===== src/rtl/uart_rx_if.sv =====
// uart_rx_if: serial line, frame configuration and received-word outputs of the UART receiver.
//   RX_IN      serial line, idle high
//   PRESCALE   CLK cycles per bit (even, 4..32)
//   PAR_EN     frame carries a parity bit
//   PAR_TYP    0 = even, 1 = odd parity
//   P_DATA     last error-free received word
//   DATA_VALID one-cycle strobe: P_DATA updated
//   PAR_ERR    one-cycle strobe: parity mismatch
//   STP_ERR    one-cycle strobe: stop bit sampled low
//   RX_BUSY    receiver is inside a frame
// master drives the line/config (line side), slave is the receiver.
interface uart_rx_if #(
  parameter int unsigned DATA_WIDTH = 8
);
  logic                  RX_IN;
  logic [5:0]            PRESCALE;
  logic                  PAR_EN;
  logic                  PAR_TYP;
  logic [DATA_WIDTH-1:0] P_DATA;
  logic                  DATA_VALID;
  logic                  PAR_ERR;
  logic                  STP_ERR;
  logic                  RX_BUSY;

  modport master (
    output RX_IN, PRESCALE, PAR_EN, PAR_TYP,
    input  P_DATA, DATA_VALID, PAR_ERR, STP_ERR, RX_BUSY
  );

  modport slave (
    input  RX_IN, PRESCALE, PAR_EN, PAR_TYP,
    output P_DATA, DATA_VALID, PAR_ERR, STP_ERR, RX_BUSY
  );
endinterface


===== src/rtl/uart_rx.sv =====
// uart_rx: oversampled UART receiver. Recovers start/data/parity/stop bits by a
// 3-sample majority vote around mid-bit and presents the word with a one-cycle strobe.
//   CLK  oversampling clock, rising edge
//   RST  asynchronous active-low reset
//   bus  uart_rx_if.slave: RX_IN/PRESCALE/PAR_EN/PAR_TYP in,
//        P_DATA/DATA_VALID/PAR_ERR/STP_ERR/RX_BUSY out (all registered)
module uart_rx #(
  parameter int unsigned DATA_WIDTH = 8
) (
  input logic     CLK,
  input logic     RST,
  uart_rx_if.slave bus
);

  localparam int unsigned PW = 6;
  localparam int unsigned CW = (DATA_WIDTH > 1) ? $clog2(DATA_WIDTH) : 1;

  typedef enum logic [2:0] {
    IDLE   = 3'd0,
    START  = 3'd1,
    DATA   = 3'd2,
    PARITY = 3'd3,
    STOP   = 3'd4
  } state_t;

  state_t                state;
  logic [PW-1:0]         p_q;
  logic                  par_en_q;
  logic                  par_typ_q;
  logic [PW-1:0]         edge_cnt;
  logic [CW-1:0]         bit_cnt;
  logic [1:0]            samp;
  logic                  bit_q;
  logic [DATA_WIDTH-1:0] shreg;
  logic                  par_err_q;

  logic [DATA_WIDTH-1:0] p_data;
  logic                  data_valid;
  logic                  par_err;
  logic                  stp_err;
  logic                  rx_busy;

  logic [PW-1:0] half_c;
  logic [PW-1:0] last_c;
  logic          at_last_c;
  logic          at_res_c;
  logic          at_abort_c;
  logic          maj_c;
  logic          bit_now_c;
  logic          exp_par_c;

  // Bit-position decode against the prescale latched at start detection
  assign half_c     = {1'b0, p_q[PW-1:1]};
  assign last_c     = p_q - PW'(1);
  assign at_last_c  = (edge_cnt == last_c);
  assign at_res_c   = (edge_cnt == half_c + PW'(1));
  // Glitch decision one edge after resolution; with P=4 that edge does not exist,
  // so the decision falls on the wrap instead.
  assign at_abort_c = (edge_cnt == half_c + PW'(2)) || (at_last_c && at_res_c);

  // Majority of the two stored samples and the third (current) one
  assign maj_c = (samp[0] & samp[1]) | (samp[0] & bus.RX_IN) | (samp[1] & bus.RX_IN);

  // Resolved bit value: live on the resolution edge, held afterwards
  assign bit_now_c = at_res_c ? maj_c : bit_q;

  assign exp_par_c = (^shreg) ^ par_typ_q;

  // Receiver FSM, counters, datapath and registered outputs
  always_ff @(posedge CLK or negedge RST) begin
    if (!RST) begin
      state      <= IDLE;
      p_q        <= '0;
      par_en_q   <= 1'b0;
      par_typ_q  <= 1'b0;
      edge_cnt   <= '0;
      bit_cnt    <= '0;
      samp       <= '0;
      bit_q      <= 1'b0;
      shreg      <= '0;
      par_err_q  <= 1'b0;
      p_data     <= '0;
      data_valid <= 1'b0;
      par_err    <= 1'b0;
      stp_err    <= 1'b0;
      rx_busy    <= 1'b0;
    end else begin
      data_valid <= 1'b0;
      par_err    <= 1'b0;
      stp_err    <= 1'b0;

      if (state == IDLE) begin
        // The low-detect cycle is edge 0 of the start bit
        if (!bus.RX_IN) begin
          state     <= START;
          edge_cnt  <= PW'(1);
          bit_cnt   <= '0;
          p_q       <= bus.PRESCALE;
          par_en_q  <= bus.PAR_EN;
          par_typ_q <= bus.PAR_TYP;
          par_err_q <= 1'b0;
          rx_busy   <= 1'b1;
        end
      end else begin
        edge_cnt <= at_last_c ? '0 : edge_cnt + PW'(1);

        if (edge_cnt == half_c - PW'(1)) samp[0] <= bus.RX_IN;
        if (edge_cnt == half_c)          samp[1] <= bus.RX_IN;
        if (at_res_c)                    bit_q   <= maj_c;

        case (state)
          START: begin
            if (at_abort_c && bit_now_c) begin
              state    <= IDLE;
              edge_cnt <= '0;
              rx_busy  <= 1'b0;
            end else if (at_last_c) begin
              state <= DATA;
            end
          end

          DATA: begin
            if (at_last_c) begin
              // LSB arrives first, so shift right and insert at the MSB
              shreg <= DATA_WIDTH'({bit_now_c, shreg} >> 1);
              if (bit_cnt == CW'(DATA_WIDTH - 1)) begin
                bit_cnt <= '0;
                state   <= par_en_q ? PARITY : STOP;
              end else begin
                bit_cnt <= bit_cnt + CW'(1);
              end
            end
          end

          PARITY: begin
            if (at_last_c) begin
              par_err_q <= (bit_now_c != exp_par_c);
              state     <= STOP;
            end
          end

          STOP: begin
            if (at_last_c) begin
              state   <= IDLE;
              rx_busy <= 1'b0;
              if (!bit_now_c || par_err_q) begin
                par_err <= par_err_q;
                stp_err <= ~bit_now_c;
              end else begin
                data_valid <= 1'b1;
                p_data     <= shreg;
              end
            end
          end

          default: begin
            state   <= IDLE;
            rx_busy <= 1'b0;
          end
        endcase
      end
    end
  end

  assign bus.P_DATA     = p_data;
  assign bus.DATA_VALID = data_valid;
  assign bus.PAR_ERR    = par_err;
  assign bus.STP_ERR    = stp_err;
  assign bus.RX_BUSY    = rx_busy;

endmodule


===== src/flat_wrapper.sv =====
// flat-port wrapper written by rule: the top's interface ports become plain ports
module uart_rx_flat 
#(
  parameter int unsigned DATA_WIDTH = 8
)
  (CLK, RST, bus_RX_IN, bus_PRESCALE, bus_PAR_EN, bus_PAR_TYP, bus_P_DATA, bus_DATA_VALID, bus_PAR_ERR, bus_STP_ERR, bus_RX_BUSY);
  uart_rx_if #(.DATA_WIDTH(DATA_WIDTH)) bus_i ();
  input logic CLK;
  input logic RST;
  input wire logic [$bits(bus_i.RX_IN)-1:0] bus_RX_IN;
  input wire logic [$bits(bus_i.PRESCALE)-1:0] bus_PRESCALE;
  input wire logic [$bits(bus_i.PAR_EN)-1:0] bus_PAR_EN;
  input wire logic [$bits(bus_i.PAR_TYP)-1:0] bus_PAR_TYP;
  output wire logic [$bits(bus_i.P_DATA)-1:0] bus_P_DATA;
  output wire logic [$bits(bus_i.DATA_VALID)-1:0] bus_DATA_VALID;
  output wire logic [$bits(bus_i.PAR_ERR)-1:0] bus_PAR_ERR;
  output wire logic [$bits(bus_i.STP_ERR)-1:0] bus_STP_ERR;
  output wire logic [$bits(bus_i.RX_BUSY)-1:0] bus_RX_BUSY;
  assign bus_i.RX_IN = bus_RX_IN;
  assign bus_i.PRESCALE = bus_PRESCALE;
  assign bus_i.PAR_EN = bus_PAR_EN;
  assign bus_i.PAR_TYP = bus_PAR_TYP;
  assign bus_P_DATA = bus_i.P_DATA;
  assign bus_DATA_VALID = bus_i.DATA_VALID;
  assign bus_PAR_ERR = bus_i.PAR_ERR;
  assign bus_STP_ERR = bus_i.STP_ERR;
  assign bus_RX_BUSY = bus_i.RX_BUSY;
  uart_rx #(.DATA_WIDTH(DATA_WIDTH)) u_core (.CLK(CLK), .RST(RST), .bus(bus_i));
endmodule

===== config.mk =====
export PLATFORM = sky130hd
export DESIGN_NAME = uart_rx_flat
export DESIGN_NICKNAME = d
export VERILOG_FILES = /design/src/rtl/uart_rx_if.sv /design/src/rtl/uart_rx.sv /design/src/flat_wrapper.sv
export SDC_FILE = /design/constraint.sdc
export NUM_CORES = 1
export LEC_CHECK = 0
export ABC_CLOCK_PERIOD_IN_PS = 5800
export BUFFER_PORTS_ARGS = -buffer_cell sky130_fd_sc_hd__buf_2
export CORE_ASPECT_RATIO = 0.8
export CORE_UTILIZATION = 64
export DETAILED_ROUTE_END_ITERATION = 16
export PLACE_DENSITY = 0.85
export SLEW_MARGIN = 20
export SYNTH_ARGS = -nofsm -noshare
export SYNTH_HDL_FRONTEND = slang
export SYNTH_SLANG_ARGS = --single-unit

===== constraint.sdc =====
create_clock -name CLK -period 5.8 [get_ports CLK]
set_input_delay 0.58 -clock CLK [delete_from_list [all_inputs] [get_ports CLK]]
set_output_delay 0.58 -clock CLK [all_outputs]
set_load 0.1 [all_outputs]

After elaboration in Yosys (flattened, before gate mapping)

Cells that the tools add are included.

Add/sub/neg operators: 6
Eq/ne operators: 19
Mux-type cells: 42
Bitwise gates (word level): 10
Reduce and logical (&&, ||, !) cells: 20

Operator list:

| cell                | count |
|---|---|
| $mux 3              | 14 |
| $mux 6              | 5 |
| $eq 6x6->1          | 4 |
| $mux 1              | 21 |
| $ne 3x1->1 const B  | 5 |
| $pmux 3 s4          | 1 |
| $reduce_and 3->1    | 3 |
| $reduce_and 4->1    | 2 |
| $reduce_xor 8->1    | 1 |
| $add 5x1->6 const B | 1 |
| $add 5x2->6 const B | 1 |
| $add 6x1->6 const B | 1 |
| $eq 3x2->1 const B  | 2 |
| $eq 3x3->1 const B  | 2 |
| $eq 6x5->1          | 1 |
| $reduce_and 2->1    | 3 |
| $reduce_and 6->1    | 1 |
| $reduce_bool 2->1   | 3 |
| $sub 5x1->6 const B | 1 |
| $sub 6x1->6 const B | 1 |
| $ne 4x1->1 const B  | 1 |
| $not 1->1           | 4 |
| $add 3x1->3 const B | 1 |
| $and 1x1->1         | 3 |
| other kinds (12)    | 15 |

Bits in registers: 44
Bits of input ports: 11
Logic and storage cells: 113

Depth between registers and ports, before layout

Gate-level depths: netlist of the first run.

Word-level depth: 10
Gate-level depth with buffers: 10
Depth with buffers taken out: 8

Worst setup path after synthesis of the first run

OpenSTA, ideal clock, no wires.

Path type: register -> register
From: register u_core.p_q[1]
To: register u_core.p_data[0] (netlist: u_core.bus.P_DATA[0])
Setup time: 125 ps
Arrival: 2589 ps
Setup slack: 3086 ps
Cell stages (with the launch flop): 10
Path buffers: 1
Period minus slack after synthesis: 2714 ps
Cell sequence: dfrtp_1 > clkbuf_1 > inv_1 > ha_1 > a21boi_1 > xnor2_1 > nor3_4 > nand3_4 > a2111oi_4 > mux2_2

Word-level cells in the longest chain between the ends: 7
Elaborated cells on any way between the ends: 9
Classes of those cells: 2 x add/sub; 2 x eq/ne; 1 x mux; 1 x bitwise; 3 x reduce/logical

Ends and longest elaborated chain:

| what                                | line           | text |
|---|---|---|
| start, declared                     | uart_rx.sv:27  | `logic [PW-1:0] p_q;` |
| start signal, assigned              | uart_rx.sv:98  | `p_q <= bus.PRESCALE;` |
| $add 5x1->6                         | uart_rx.sv:56  | `assign at_res_c = (edge_cnt == half_c + PW'(1));` |
| $eq 6x6->1                          | uart_rx.sv:56  |  |
| $mux 1                              | uart_rx.sv:65  | `assign bit_now_c = at_res_c ? maj_c : bit_q;` |
| $logic_not 1->1                     | uart_rx.sv:146 | `if (!bit_now_c \|\| par_err_q) begin` |
| $logic_or 1x1->1                    | uart_rx.sv:146 |  |
| $not 1->1 (no source line)          | n/a            |  |
| $reduce_and 4->1 (no source line) * | n/a            |  |
| end signal, assigned                | uart_rx.sv:151 | `p_data <= shreg;` |
| end, declared                       | uart_rx.sv:37  | `logic [DATA_WIDTH-1:0] p_data;` |

Every way passes the cells marked *; elsewhere a longest branch is shown, timed or not.
A chain may end at the register's enable or synchronous reset.

Worst setup path after layout of the first run

From: register u_core.p_q[3]
To: register u_core.p_data[7] (netlist: u_core.bus.P_DATA[7])

The elaborated chain is that of the path after synthesis.

==> results of run 1 <==
==> stage by stage <==
stage / area, µm² / total power [µW]
global route: 2944 / 1771
finish: 2944 / 1645
detailed placement: 2856 / 1448
global placement: 2856 / 1424
floorplan: 2765 / 1298
CTS: 2944 / 1642
==> layout make-up <==
| class | instances | area [µm²] | area share [%] |
|---|---|---|---|
| clock buffers | 5 | 68.82 | 2.337 |
| well taps | 55 | 68.82 | 2.337 |
| repair buffers | 24 | 125.1 | 4.250 |
| clock inverters | 3 | 18.77 | 0.6375 |
| inverters | 7 | 26.28 | 0.8925 |
| multi-input cells | 191 | 1535 | 52.15 |
| flip-flops and latches | 44 | 1101 | 37.40 |
==> cell usage after synthesis, types with 4 or more instances <==
cell type	instances	share of area [%]
nand2b_1	4	0.90
and3_1	5	1.1
xor2_1	9	2.9
nand3_1	13	2.4
dfrtp_1	44	40
o21ai_0	7	1.3
nor2_1	10	1.4
nand2_1	21	2.9
xnor2_1	23	7.3
ha_1	10	4.5
inv_1	7	0.95
nor3_1	5	0.90
clkbuf_1	8	1.1
mux2_2	24	9.8
o211ai_1	4	1.1
==> report_power, final <==
group	internal (µW)	switching, µW	total, µW	leakage [µW]
sequential	389	160	549	0.000574
clock	83.9	105	189	0.0000479
combinational	415	492	907	0.000696
==> kinds of logic after synthesis <==
group | Yosys count
AO/OA/AOI/OAI | 43
XOR/XNOR | 34
adder cells (fa/ha/maj) | 11
buffers and inverters | 23
flip-flops | 44
multiplexers | 26
AND/OR/NAND/NOR | 77
==> worst max path at each step <==
stage | start | to | slack (ps) | cells past startpoint
finish | u_core.p_q[3]$_DFFE_PN0P_ | u_core.bus.P_DATA[7]$_DFFE_PN0P_ | 2830 | 7
global route | u_core.p_q[3]$_DFFE_PN0P_ | u_core.bus.P_DATA[7]$_DFFE_PN0P_ | 2610 | 7
CTS | u_core.p_q[3]$_DFFE_PN0P_ | u_core.bus.P_DATA[7]$_DFFE_PN0P_ | 2820 | 7
detailed placement | u_core.p_q[2]$_DFFE_PN0P_ | u_core.bus.P_DATA[7]$_DFFE_PN0P_ | 2840 | 8
global placement | u_core.p_q[3]$_DFFE_PN0P_ | u_core.bus.P_DATA[5]$_DFFE_PN0P_ | 2940 | 7
floorplan | u_core.p_q[1]$_DFFE_PN0P_ | u_core.bus.P_DATA[0]$_DFFE_PN0P_ | 3090 | 9
==> metal layers <==
layer,vias to the layer above,part of all wire (%)
met5,-,0
met4,0,0.94
met3,7,8.2
met2,80,43
met1,976,48
li1,953,-
==> state kept, by name, summed over array words and instances (netlist names), 2 cells and up <==
register	flops
u_core.bus.P_DATA	8
u_core.state	3
u_core.edge_cnt	6
u_core.shreg	8
u_core.bit_cnt	3
u_core.p_q	6
u_core.samp	2
==> critical path, delay by kind of cell (launching register included) <==
| family | cells | cell delay [ps] |
|---|---|---|
| AOI/OAI and AO/OA | 2 | 1010 |
| DFF | 1 | 540 |
| and+or+nand+nor | 2 | 410 |
| muxes | 1 | 410 |
| adders and majority gates | 1 | 310 |
| xor gates and xnor gates | 1 | 160 |
==> results.yml, run 1 <==
grt:
  grt_max_degree: 45
  grt_pass1_wl_um: 9018
  overflow: 0
  grt_pass1_vias: 1803
  antenna_found_initial: 0
  top_usage_layer: "met1"
  gr-usage-met2_pct: 37.37
  gr-usage-met1_pct: 43.78
  grt_use_met3_pct: 5.648
  track_usage_pct: 27.32
sta:
  finalMaxSlewViolations: 0
  period_needed_ps: 2969
  finalSetupViolations: 0
  slew_headroom_pct: 36.68
  fin_ws_ps: 2831
  worst_slew_pin_slew_ps: 949.8
  skew_ps: 7.936
  rsz0062_at_grt: "false"
  timing.hold.ws_ps: 417.5
  period_share_pct: 51.18
  max_freq_ghz: 0.3369
  setup_tns_ps: 0
  hold_viol: 0
pwr:
  p_leak_uw: 0.001318
  ir_worst_vdd_v: 0.0004648
  p_per_area_nw_per_um2: 558.8
setup_path:
  worst_ep_arrival_time_ps: 3150
  r2r_slack_ps: 2830
  worst-setup-path-type: "reg -> reg"
  critPathMaxFanout: 9
  path_cells: "ha_1 -> nand3_1 -> xnor2_1 -> a211oi_1 -> nand3_1 -> a2111oi_4 -> mux2_2"
  crit_required_ps: 5980
  regToRegEndpoint: "u_core.bus.P_DATA[7]$_DFFE_PN0P_"
  r2r_cells: 7
  startpoint_type: "register"
  crit_top_cell: "nand3_1"
  cp-end-kind: "register"
  crit_slowest_cell: "a2111oi_4"
  timing.rr.start: "u_core.p_q[3]$_DFFE_PN0P_"
  critPathMaxStageDelay_ps: 710
place:
  dp_cells: 321
  port_buffers: 22
  dp_hpwl_um: 4079
  dp_slack_ps: 2843
  place_congestion: 0.8946
clocking:
  cts_tree: "yes"
  cts-resized-gates: 0
  cts_hold_buffers: 0
  clock_sinks: 44
  post_cts_buffers: 0
  cts_buffers: 5
  clock_path_buffers: 2
  clkLatencyLatePin_ps: 300
  cts_max_level: 2
  clk_pin_slew_ps: 90
  cts_root_buf: "clkbuf_8"
job:
  drv_cap: 0
die:
  dieArea_um2: 4589
  initial_utilization_pct: 69.94
  core-area_um2: 3954
  ios: 23
  die_y_um: 60.79
  row_count: 20
  die_w_um: 75.49
cells_and_area:
  drive_gt1_share_pct: 25.18
  nFillCells: 308
  layout_common_cells: "dfrtp_1, mux2_2, xnor2_1"
  antenna_cells: 0
  final_common_cell: "dfrtp_1"
  fin_cells: 329
  nets: 294
  syn_to_final_growth_pct: 6.470
  fin_util_pct: 74.46
synth:
  seq_area_frac_synth_pct: 39.82
  yosysWarnings: 0
  synth_compound_area_share_pct: 12.62
  ys_async_sr_fraction_pct: 100.0
  synthSimpleGateAreaFrac_pct: 15.75
  synth_top_family_by_area: "simple AND/OR/NAND/NOR gates"
  ys_ff_latch: 44
  synthesis.nets: 279
  synth_edf_count: 0
  syn_area_per_cell_um2: 10.72
  synthAdderAreaFrac_pct: 4.887
  synthCells: 258
  muxShareOfSynthArea_pct: 10.54
  synth_area_um2: 2765
  synth_cell_type_count: 57
  synthXorXnorAreaFrac_pct: 11.72
  synth_ff_type: "dfrtp_1"
detailed_routing:
  routedWlPerCell_um: 16.49
  dr.pass1.iters: 4
  vias: 2016
  drc_errors: 0
  drtIter0Drc: 179
  ant_nets: 0
  post_drt_via_cell_ratio: 6.128
  drt_wl_total_um: 5425
worst_hold_path:
  holdCritPathClass: "in -> async"
status:
  status: "finished clean"
No activity file was read; power rests on OpenSTA's default activity.
==> inputs of run 2 (changes only) <==
Settings changed: ABC_CLOCK_PERIOD_IN_PS 5800 to 3050, CORE_UTILIZATION 64 to 60, PLACE_DENSITY 0.85 to 0.8.
Clock period 5.8 ns to 3.05 ns, I/O delays scaled along.
==> results.yml, run 2 (synthesized netlist as in run 1, its figures left out) <==
cells_and_area:
  antenna_cells: 0
  fin_util_pct: 70.06
  syn_to_final_growth_pct: 9.186
  drive_gt1_share_pct: 26.88
  final_common_cell: "dfrtp_1"
  layout_common_cells: "dfrtp_1, mux2_2, xnor2_1"
  nets: 299
worst_hold_path:
  holdCritPathClass: "in -> async"
pwr:
  power.total_uw: 3313
  p_leak_uw: 0.001357
  ir_worst_vdd_v: 0.0006671
  p_per_area_nw_per_um2: 1097
grt:
  grt_max_degree: 45
  overflow: 0
  track_usage_pct: 25.76
  grt_pass1_wl_um: 9653
  grt_pass1_vias: 1936
  antenna_found_initial: 0
clocking:
  clkLatencyLatePin_ps: 300
  clock_sinks: 44
  cts_root_buf: "clkbuf_8"
  clock_path_buffers: 2
  cts_hold_buffers: 0
  post_cts_buffers: 0
  cts_buffers: 5
  cts_max_level: 2
  clk_pin_slew_ps: 90
  cts_tree: "yes"
  cts-resized-gates: 0
place:
  port_buffers: 22
  dp_hpwl_um: 4305
  place_congestion: 0.9141
  dp_slack_ps: 209.9
setup_path:
  worst_ep_arrival_time_ps: 3030
  critPathMaxFanout: 9
  startpoint_type: "register"
  cp-end-kind: "register"
  crit_required_ps: 3240
  worst-setup-path-type: "reg -> reg"
detailed_routing:
  drtIter0Drc: 170
  drt_wl_total_um: 5825
  post_drt_via_cell_ratio: 6.065
  drc_errors: 0
  vias: 2038
  ant_nets: 0
  routedWlPerCell_um: 17.34
  dr.pass1.iters: 5
die:
  die_y_um: 62.72
  row_count: 21
  die_w_um: 77.90
  ios: 23
  dieArea_um2: 4886
  initial_utilization_pct: 64.17
  core-area_um2: 4309
sta:
  period_share_pct: 93.06
  finalMaxSlewViolations: 0
  fin_ws_ps: 211.7
  slew_headroom_pct: 34.39
  period_needed_ps: 2838
  skew_ps: 5.633
  max_freq_ghz: 0.3523
  finalSetupViolations: 0
  worst_slew_pin_slew_ps: 984.2
  setup_tns_ps: 0
  hold_viol: 0
  rsz0062_at_grt: "false"
job:
  drv_cap: 0
status:
  status: "finished clean"
[run 2: critical path, stage by stage (launching register included)]
cell and delay (ps):
dfrtp_1 470, inv_1 190, ha_1 260, a21boi_1 240, xnor2_1 120, nor3_4 310
nand3_4 190, a2111oi_4 350, buf_4 230, mux2_2 350
[run 2: worst paths after layout]
check,from,end,slack (ps),cells past startpoint
worst max-delay path,u_core.p_q[2]$_DFFE_PN0P_,u_core.bus.P_DATA[2]$_DFFE_PN0P_,210,9
max in group asynchronous,RST,u_core.p_q[3]$_DFFE_PN0P_,2210,1
min in group CLK,bus_PRESCALE[1],u_core.p_q[1]$_DFFE_PN0P_,200,3
worst min-delay path,RST,u_core.edge_cnt[2]$_DFFE_PN0P_,150,1
worst max register to register,u_core.p_q[2]$_DFFE_PN0P_,u_core.bus.P_DATA[2]$_DFFE_PN0P_,210,9
worst min register to register,u_core.bus.P_DATA[5]$_DFFE_PN0P_,u_core.bus.P_DATA[5]$_DFFE_PN0P_,510,1
[run 2: layout make-up]
class,count,area (µm²)
well taps,57,71.32
repair buffers,29,162.7
flip-flops and latches,44,1102
clock buffers,6,82.58
clock inverters,2,38.79
inverters,7,26.28
multi-input cells,191,1535
fillers,339,1290
[run 2: per-layer routing]
metal,wire length [µm],GRT usage [%]
met2,2479,35.51
met4,66,7.639
met1,2929,40.00
met5,0,0
met3,349,5.985
[run 2: power by group]
group	switching [µW]	internal, µW
Sequential	291	741
Combinational	995	813
Clock	206	268
Total	1490	1820
[run 2: through the flow]
| step | cells | area [µm²] | hold slack [ps] |
|---|---|---|---|
| 4_1_cts | 336 | 3018 | 188.9 |
| 3_5_place_dp | 328 | 2897 | 490.4 |
| 6_report | 336 | 3019 | 149.3 |
| 2_1_floorplan | 258 | 2765 | 9.409 |
| 3_3_place_gp | 328 | 2897 | 483.7 |
| 5_1_grt | 336 | 3019 | 229.9 |
==> inputs of run 3 (changes only) <==
Settings changed: ABC_CLOCK_PERIOD_IN_PS 3050 to 2600, CORE_UTILIZATION 60 to 54, PLACE_DENSITY 0.8 to 0.76.
Clock period 3.05 ns to 2.6 ns, I/O delays scaled along.
==> results.yml, run 3 (synthesized netlist as in run 1, its figures left out) <==
status:
  status: "finished clean"
grt:
  overflow: 0
  track_usage_pct: 24.60
  grt_pass1_wl_um: 9639
  grt_pass1_vias: 1988
  antenna_found_initial: 0
  grt_max_degree: 45
setup_path:
  cp-end-kind: "register"
  r2r_slack_ps: 130
  critPathMaxFanout: 5
  crit_required_ps: 2790
  worst-setup-path-type: "reg -> reg"
  timing.rr.start: "u_core.p_q[1]$_DFFE_PN0P_"
  r2r_cells: 9
  startpoint_type: "register"
  worst_ep_arrival_time_ps: 2650
  regToRegEndpoint: "u_core.state[0]$_DFFE_PN0P_"
pwr:
  p_leak_uw: 0.001410
  ir_worst_vdd_v: 0.0008043
  p_per_area_nw_per_um2: 1296
  power.total_uw: 4054
place:
  port_buffers: 22
  dp_cells: 342
  dp_hpwl_um: 4277
  place_congestion: 0.9070
die:
  dieArea_um2: 5413
  initial_utilization_pct: 58.07
  core-area_um2: 4762
  ios: 23
  row_count: 22
  die_y_um: 66.01
  die_w_um: 82.01
sta:
  rsz0062_at_grt: "false"
  setup_tns_ps: 0
  finalSetupViolations: 0
  skew_ps: 13.24
  period_share_pct: 94.86
  period_needed_ps: 2466
  worst_slew_pin_slew_ps: 694.7
  slew_headroom_pct: 53.51
  max_freq_ghz: 0.4054
  finalMaxSlewViolations: 0
  hold_viol: 0
clocking:
  cts_root_buf: "clkbuf_8"
  clock_path_buffers: 2
  clkLatencyLatePin_ps: 310
  cts_max_level: 2
  post_cts_buffers: 0
  cts_buffers: 5
  cts_tree: "yes"
  clock_sinks: 44
  clk_pin_slew_ps: 90
detailed_routing:
  post_drt_via_cell_ratio: 5.852
  routedWlPerCell_um: 16.91
  drc_errors: 0
  vias: 2054
  drt_wl_total_um: 5935
  ant_nets: 0
  drtIter0Drc: 140
  dr.pass1.iters: 4
cells_and_area:
  nets: 311
  drive_gt1_share_pct: 30.93
  syn_to_final_growth_pct: 13.17
  fin_cells: 351
  nFillCells: 369
  final_common_cell: "dfrtp_1"
  antenna_cells: 0
  layout_common_cells: "dfrtp_1, mux2_2, xnor2_1"
worst_hold_path:
  min_to: "u_core.p_q[1]$_DFFE_PN0P_"
  hold_path_startpoint: "bus_PRESCALE[1]"
  whs_path_depth: 3
  holdCritPathClass: "in -> reg"
job:
  drv_cap: 0
-- run 3: cell types whose count changed in the layout (fill, tap and decap cells not counted), sizes merged --
cell,delta
dlygate4sd3,+1
inv,+1
clkinvlp,+1
buf,+11
clkbuf,-1
clkinv,-1
-- run 3: worst max-delay path by stage --
stage | from | to | slack [ps] | cells after the start
5_1_grt | u_core.p_q[2]$_DFFE_PN0P_ | u_core.bus.P_DATA[2]$_DFFE_PN0P_ | 20 | 8
3_3_place_gp | u_core.p_q[2]$_DFFE_PN0P_ | u_core.bus.P_DATA[3]$_DFFE_PN0P_ | 90 | 8
4_1_cts | u_core.p_q[2]$_DFFE_PN0P_ | u_core.bus.P_DATA[2]$_DFFE_PN0P_ | 20 | 8
2_1_floorplan | u_core.p_q[1]$_DFFE_PN0P_ | u_core.bus.P_DATA[0]$_DFFE_PN0P_ | 80 | 9
6_report | u_core.p_q[1]$_DFFE_PN0P_ | u_core.state[0]$_DFFE_PN0P_ | 130 | 9
3_5_place_dp | u_core.p_q[2]$_DFFE_PN0P_ | u_core.bus.P_DATA[2]$_DFFE_PN0P_ | 30 | 8
-- run 3: power by group --
group	internal, µW	total [µW]	switching [µW]
Clock	290	546	256
Sequential	868	1160	293
Combinational	1110	2350	1240
Total	2270	4050	1780
-- run 3: what timing repair did --
item                       4_1_cts  5_1_grt
gates resized for setup          0        7
setup endpoints to repair        0       13
hold buffers                     0        1
hold endpoints to repair         0       38
-- run 3: layout make-up --
class / count / area (µm²) / area share, %
clock inverters: 3 / 46.29 / 1.479
inverters: 7 / 26.28 / 0.8397
well taps: 60 / 75.07 / 2.399
clock buffers: 5 / 68.82 / 2.199
multi-input cells: 191 / 1550 / 49.54
repair buffers: 41 / 261.5 / 8.357
flip-flops and latches: 44 / 1101 / 35.19
-- run 3: critical path, cell delays in order, from the launching register on --
cell and delay [ps]:
dfrtp_1 420, inv_1 140, ha_2 240, a21boi_1 200, xnor2_1 120, nor3_4 250, buf_4 160, and3_1 250
o211a_1 240, mux2_2 340
-- run 3: per-stage QoR --
stage | hold slack, ps | util [%] | cell area [µm²] | setup slack [ps]
CTS | 139.0 | 65.06 | 3098 | 16.17
global route | 154.5 | 65.71 | 3129 | 22.31
floorplan | -35.59 | - | 2766 | 82.19
global placement | 464.5 | 62.64 | 2983 | 90.40
detailed placement | 468.5 | 62.64 | 2983 | 29.31
finish | 151.2 | 65.71 | 3129 | 133.6
-- run 3: routing by layer --
metal | routed length, µm | GRT usage (%)
met1 | 2845 | 34.32
met2 | 2644 | 35.23
met3 | 365 | 7.448
met4 | 80 | 10.31
met5 | 0 | 0
